`src/rtl/nonce_search_ctrl.sv`:
```
// nonce_search_ctrl: sequences a hasher over successive nonces until digest < target or the nonce space ends.
// Optional NONCE_SEARCH_HASH_COUNT_EN adds a saturating hash_count output.
module nonce_search_ctrl #(
    parameter int HDR_BITS = 408
) (
    input  logic                   clk,
    input  logic                   n_rst,
    input  logic                   start,
    input  logic                   abort,
    input  logic [HDR_BITS-1:0]    header,
    input  logic [255:0]           target,
    input  logic [31:0]            nonce_start,
    output logic [HDR_BITS+31:0]   msg_out,
    output logic                   begin_hash,
    input  logic                   hash_done,
    input  logic [255:0]           hash_in,
    output logic                   busy,
    output logic                   found,
    output logic                   exhausted,
    output logic [31:0]            nonce_out,
    output logic [255:0]           hash_out
`ifdef NONCE_SEARCH_HASH_COUNT_EN
    ,
    output logic [31:0]            hash_count
`endif
);
    typedef enum logic [2:0] {S_IDLE, S_LOAD, S_BEGIN, S_WAIT, S_CHECK} state_t;

    state_t                state_q, state_d;
    logic [HDR_BITS-1:0]   header_q, header_d;
    logic [255:0]          target_q, target_d, hash_q, hash_d, hash_out_q, hash_out_d;
    logic [31:0]           nonce_q, nonce_d, nonce_out_q, nonce_out_d;
    logic [HDR_BITS+31:0]  msg_q, msg_d;
    logic                  found_q, found_d, exh_q, exh_d;
    logic                  accept, hit, last;
`ifdef NONCE_SEARCH_HASH_COUNT_EN
    logic [31:0]           cnt_q, cnt_d;
`endif

    assign accept = state_q == S_IDLE && start && !abort;
    assign hit    = hash_q < target_q;
    assign last   = nonce_q == 32'hFFFF_FFFF;

    always_ff @(posedge clk or negedge n_rst) begin
        if (!n_rst) state_q <= S_IDLE;
        else        state_q <= state_d;
    end

    // abort overrides every transition out of a busy state
    always_comb begin
        state_d = state_q;
        unique case (state_q)
            S_IDLE:  state_d = accept ? S_LOAD : S_IDLE;
            S_LOAD:  state_d = S_BEGIN;
            S_BEGIN: state_d = S_WAIT;
            S_WAIT:  state_d = hash_done ? S_CHECK : S_WAIT;
            S_CHECK: state_d = (hit || last) ? S_IDLE : S_LOAD;
            default: state_d = S_IDLE;
        endcase
        if (abort && state_q != S_IDLE) state_d = S_IDLE;
    end

    always_comb begin
        busy       = state_q != S_IDLE;
        begin_hash = state_q == S_BEGIN && !abort;
    end

    always_comb begin
        header_d    = header_q;
        target_d    = target_q;
        nonce_d     = nonce_q;
        msg_d       = msg_q;
        hash_d      = hash_q;
        found_d     = found_q;
        exh_d       = exh_q;
        nonce_out_d = nonce_out_q;
        hash_out_d  = hash_out_q;
        if (accept) begin
            header_d = header;
            target_d = target;
            nonce_d  = nonce_start;
            found_d  = 1'b0;
            exh_d    = 1'b0;
        end
        if (state_q == S_LOAD && !abort) msg_d = {header_q, nonce_q};
        if (state_q == S_WAIT && hash_done && !abort) hash_d = hash_in;
        if (state_q == S_CHECK && !abort) begin
            if (hit) begin
                found_d     = 1'b1;
                nonce_out_d = nonce_q;
                hash_out_d  = hash_q;
            end else if (last) begin
                exh_d = 1'b1;
            end else begin
                nonce_d = nonce_q + 32'd1;
            end
        end
    end

    always_ff @(posedge clk or negedge n_rst) begin
        if (!n_rst) begin
            header_q    <= '0;
            target_q    <= '0;
            nonce_q     <= '0;
            msg_q       <= '0;
            hash_q      <= '0;
            found_q     <= 1'b0;
            exh_q       <= 1'b0;
            nonce_out_q <= '0;
            hash_out_q  <= '0;
        end else begin
            header_q    <= header_d;
            target_q    <= target_d;
            nonce_q     <= nonce_d;
            msg_q       <= msg_d;
            hash_q      <= hash_d;
            found_q     <= found_d;
            exh_q       <= exh_d;
            nonce_out_q <= nonce_out_d;
            hash_out_q  <= hash_out_d;
        end
    end

    assign msg_out   = msg_q;
    assign found     = found_q;
    assign exhausted = exh_q;
    assign nonce_out = nonce_out_q;
    assign hash_out  = hash_out_q;

`ifdef NONCE_SEARCH_HASH_COUNT_EN
    always_comb begin
        cnt_d = cnt_q;
        if (accept) cnt_d = '0;
        else if (state_q == S_WAIT && hash_done && !abort && cnt_q != 32'hFFFF_FFFF) cnt_d = cnt_q + 32'd1;
    end

    always_ff @(posedge clk or negedge n_rst) begin
        if (!n_rst) cnt_q <= '0;
        else        cnt_q <= cnt_d;
    end

    assign hash_count = cnt_q;
`endif
endmodule
```
`config.mk`:
```
export PLATFORM = sky130hd
export DESIGN_NAME = nonce_search_ctrl
export DESIGN_NICKNAME = d
export VERILOG_FILES = /design/src/rtl/nonce_search_ctrl.sv
export SDC_FILE = /design/constraint.sdc
export NUM_CORES = 2
export LEC_CHECK = 0
export BUFFER_PORTS_ARGS = -buffer_cell sky130_fd_sc_hd__buf_2
export CAP_MARGIN = 40
export CORE_AREA = 2 2 651 653
export CTS_CLUSTER_SIZE = 14
export DETAILED_ROUTE_END_ITERATION = 8
export DIE_AREA = 0 0 653 655
export MAX_ROUTING_LAYER = met4
export SETUP_SLACK_MARGIN = 0.5
export SLEW_MARGIN = 15
export SYNTH_ARGS = -nofsm -noshare
export SYNTH_HDL_FRONTEND = slang
export SYNTH_SLANG_ARGS = --single-unit
```
`constraint.sdc`:
```
create_clock -name clk -period 9.3 [get_ports clk]
set_input_delay 1.86 -clock clk [delete_from_list [all_inputs] [get_ports clk]]
set_output_delay 1.86 -clock clk [all_outputs]
set_load 0.02 [all_outputs]
```
# --- Word-level counts from Yosys, hierarchy flattened ---
# Index checks and enable logic that the tools add are counted.
op_classes:
  n_addsub: 1
  n_lt_le_gt_ge: 1
  eq_ne: 5
  n_mux: 16
  n_reduce_logical: 13
ops:
  columns: ["op", "n"]
  rows:
  - ["< comparator 256 bit", 1]
  - ["two-way mux 32 bit", 4]
  - ["adder 32 x 1 -> 32 bit (second input constant)", 1]
  - ["== test 32 bit (second input constant)", 1]
  - ["one-hot mux 3 bit (5 select lines)", 1]
  - ["two-way mux 1 bit", 9]
  - ["logical AND 1 bit", 8]
  - ["== test 3 x 2 -> 1 bit (second input constant)", 2]
  - ["two-way mux 3 bit", 2]
  - ["== test 3 x 1 -> 1 bit (second input constant)", 1]
  - ["== test 3 bit (second input constant)", 1]
  - ["zero test 3 bit", 1]
  - ["nonzero test 3 bit", 1]
  - ["AND reduction 2 bit", 1]
  - ["zero test 1 bit", 1]
  - ["logical OR 1 bit", 1]
word_totals:
  reg_bits: 1685
  in_bits: 957
  output_inout_bits: 732
  word_cells: 46

# --- Depth between registers and ports, before layout ---
depth:
  word_depth: 7
  mapped_depth: 14
  mapped_depth_nobuf: 12

# --- Worst setup path after synthesis ---
# Ideal clock, no wire load.
synth_path:
  path_kind: "input-to-output"
  startpoint: "input port abort"
  endpoint: "output port begin_hash"
  t_arrival_ns: 2.636
  required_time_ns: 7.440
  slack_ns: 4.804
  cell_stages: 1
  path_buffers: 0
  path_cell_list: "nor4b_1"
synth_via:
  elab_chain_len: 2
synth_lines:
  columns: ["item", "line", "source"]
  rows:
  - ["start: declaration", "9", "input logic abort,"]
  - ["zero test 1 bit", "65", "begin_hash = state_q == S_BEGIN && !abort;"]
  - ["logical AND 1 bit", "65", null]
  - ["end: declaration", "14", "output logic begin_hash,"]
# Every way passes these cells.

# --- Final worst setup path ---
layout_path:
  startpoint: "register hash_q[255]"
  endpoint: "register hash_out_q[92], in the netlist hash_out[92]"
layout_via:
  elab_chain_len: 2
layout_lines:
  columns: ["item", "line", "source"]
  rows:
  - ["start: declaration", "31", "logic [255:0] target_q, target_d, hash_q, hash_d, hash_out_q, hash_out_d;"]
  - ["start signal: assignment", "116", "hash_q <= hash_d;"]
  - ["< comparator 256 bit", "41", "assign hit = hash_q < target_q;"]
  - ["AND reduction 2 bit (no line)", null, null]
  - ["end signal: assignment", "120", "hash_out_q <= hash_out_d;"]
  - ["end: declaration", "31", null]
# Every way passes these cells.
# A chain may end at the register's enable or synchronous reset.

==> run metrics <==
status=finished, final reports clean; Power Total=26.1 mW; Reg2Reg Setup Slack=between 3 and 4 ns; Clk pwr share=32.0%; vias per inst=3.93; post-CTS sizing=0; worst-path fanout max=between 90 and 100; critical register-to-register path startpoint=hash_q[255]; Max Clock Skew=0.105 ns; Reg area=42,200 um^2; clk buf depth=4; Worst-Margin Slew=1.04 ns; first-pass GRT wire length=approximately 480,000 um; Post-Synthesis Cell Area=69,000 um^2; Arrival @ worst endpoint=~6.2 ns; element type at the critical path end=flip-flop; IO Count=1,689; most frequent cells in the layout=buf_2, dfrtp_1, nand2_1; final worst slack=3.79 ns; largest net degree at the start of global routing=177; Syn Area/Cell=~12 um^2; routed length on met3=approximately 37,000 um; P&R area growth vs syn=32.7%; drt drc=0; die height=approximately 660 um; fin util=21.7%; CTS tree=built; commonest register cell after synthesis=dfrtp_1; Yosys warnings=0; worst r2r dst=hash_out[92]; Power Internal=16.5 mW; Cell Count, Final, Fillers Out=~13,000; setup TNS=0 ns; Multi-input gate area=approximately 25,000 um^2; drt initial violations=4,560; Synth async-reset ratio=100%; Critical Path RT=~10 ns; CTS Buf Count=between 150 and 200; Tcrit/Tclk final=59.2%; clock slew at reported path FFs=0.06 ns; vias in the first global route=51,500; Starting Density=around 16%; Power Dens Cells=285 nW/um^2; fmax=182 MHz; final hold violation count=0; post-synthesis sequential area ratio=61.1%; switching share of power=36.8%; Post-synth EDFFs=0; Post-CTS Setup Inserts=0; Hold Crit Class=reg -> reg; switching power total=9.61 mW; critical setup path kind=reg -> reg; Placement Rows=239; Hold EP=header_q[116]; Synth Register Bits=1,685; clk sinks=~1,700; via count=52,600; wire per inst=27.2 um; die area=428,000 um^2; drt total wl=between 300,000 and 400,000 um; Hold Path Origin=header_q[116]; core area=422,000 um^2; Detail Placement HPWL=297,000 um; Startpoint Class=flip-flop; Final setup viols=0; Cells after Synth=about 5,800; pre-CTS setup slack=3.84 ns; worst r2r path cells=12; GPL Wtd Cong=0.946; Top Metal Used=met4; post-synth cell types=62; global route overflow=0; routed wire length on met2=169,000 um; Slew Limit Headroom=a little under a third; hold depth=2; initial antenna violation count=249; die width=about 650 um; layout cells sized above 1=between 30 and 40%; Inst Count DP=12,800; met1 WL=143,000 um; maximum VDD drop=178 uV; Fill cells=45,600; Syn Nets=between 7,000 and 8,000; root buf cell=clkbuf_16; RSZ-0062 raised after global routing=false; clk_lat worst skew=0.95 ns; sequential power share=40.4%; logic gate share of total power=between 20% and 30%; Tot GR Track Use=16.8%; Hold Buf Count CTS=0; NumNets Final=8,707; first-pass iteration count of the detailed router=8; Port Buf Inserts=around 1,700; Max Slew Vio Count=0; Detail Route Antenna Nets=0; Leak=46.0 nW; max cap viols=0; commonest non-fill, non-tap cell in the layout=buf_2; Final min period=~5.5 ns; H-tree Lvls=4
-- area by class of cell --
class,count,area share [%]
sequential,1685,46.0
multi-input combinational,3573,26.9
timing repair buffer,1764,10.3
tap,5543,7.57
clock buffer,275,6.23
clock inverter,94,1.35
inverter,271,1.11
antenna,170,0.464
-- registers in the layout (all words and copies together) (netlist names), 3 cells and up --
name       count
hash_out     256
hash_q       256
header_q     408
msg_out      440
nonce_out     32
nonce_q       32
state_q        3
target_q     256
-- logic make-up (layout without fill, tap and decap cells) --
family                   Yosys count  in the layout  share of synthesized area (%)
AO/OA/AOI/OAI                    521            521                           4.39
flip-flops                      1685           1685                           61.1
adder cells (fa/ha/maj)          256            256                           4.64
buffers and inverters            552           2404                           3.30
other                              0            170                              0
multiplexers                     990            990                           16.1
AND/OR/NAND/NOR                 1806           1806                           10.4
-- metal layers --
metal | up-vias | global-route usage, %
met5 | - | -
met4 | 0 | 5.65
met3 | 622 | 6.94
met2 | 2169 | 26.5
met1 | 26700 | 19.1
li1 | 23100 | -
-- critical path, stage by stage (launching register included) --
cell,delay (ns)
dfrtp_1,0.42
ha_1,0.31
nand4_1,0.16
nor4_2,0.52
nand3_1,0.59
nor4_2,0.43
buf_2,0.24
and4b_1,0.47
and4_1,0.36
a221oi_2,0.22
and3_4,0.48
buf_12,0.30
mux2_1,0.51
-- power groups by stage --
stage	Combinational [mW]	Clock, mW	Sequential (mW)
floorplan	2.59	0	11.3
global placement	7.28	0	10.6
detailed placement	7.38	0	10.7
CTS	7.42	8.59	10.5
global route	7.82	8.85	10.8
finish	7.20	8.37	10.6
-- cells in the mapped netlist (all sizes together), types with 5 or more instances --
cell | n | area, um^2
o21ai | 297 | 1490
nand2 | 1563 | 5870
buf | 52 | 404
nand4 | 45 | 282
nor3 | 50 | 255
nor2 | 58 | 218
inv | 271 | 1020
and2 | 6 | 37.5
a31oi | 5 | 31.3
a221oi | 15 | 138
a211oi | 22 | 165
mux2 | 985 | 11100
o211ai | 7 | 52.6
nand3 | 31 | 155
ha | 256 | 3200
o32ai | 12 | 105
mux2i | 5 | 50.1
a2111oi | 7 | 61.3
a311oi | 6 | 52.6
and4 | 8 | 70.1
o22ai | 15 | 93.8
a21o | 22 | 165
nor4 | 13 | 93.8
a21oi | 82 | 414
dfrtp | 1685 | 42200
nor4b | 5 | 43.8
and3 | 10 | 62.6
clkbuf | 229 | 860
-- worst max-delay path by stage --
stage,from,endpoint,cells after the start
finish,hash_q[255],hash_out[92],12
global route,target_q[238],hash_out[80],13
CTS,target_q[238],hash_out[79],13
detailed placement,target_q[238],hash_out[53],13
global placement,hash_q[251],hash_out[49],11
floorplan,abort,begin_hash,1
-- per-stage QoR --
stage,hold slack [ns],instance area [um^2]
2_1_floorplan,0.440,69000
3_3_place_gp,0.451,83900
3_5_place_dp,0.456,84200
4_1_cts,0.471,91100
5_1_grt,0.491,91500
6_report,0.469,91600
No activity file was read; power rests on OpenSTA's default activity.
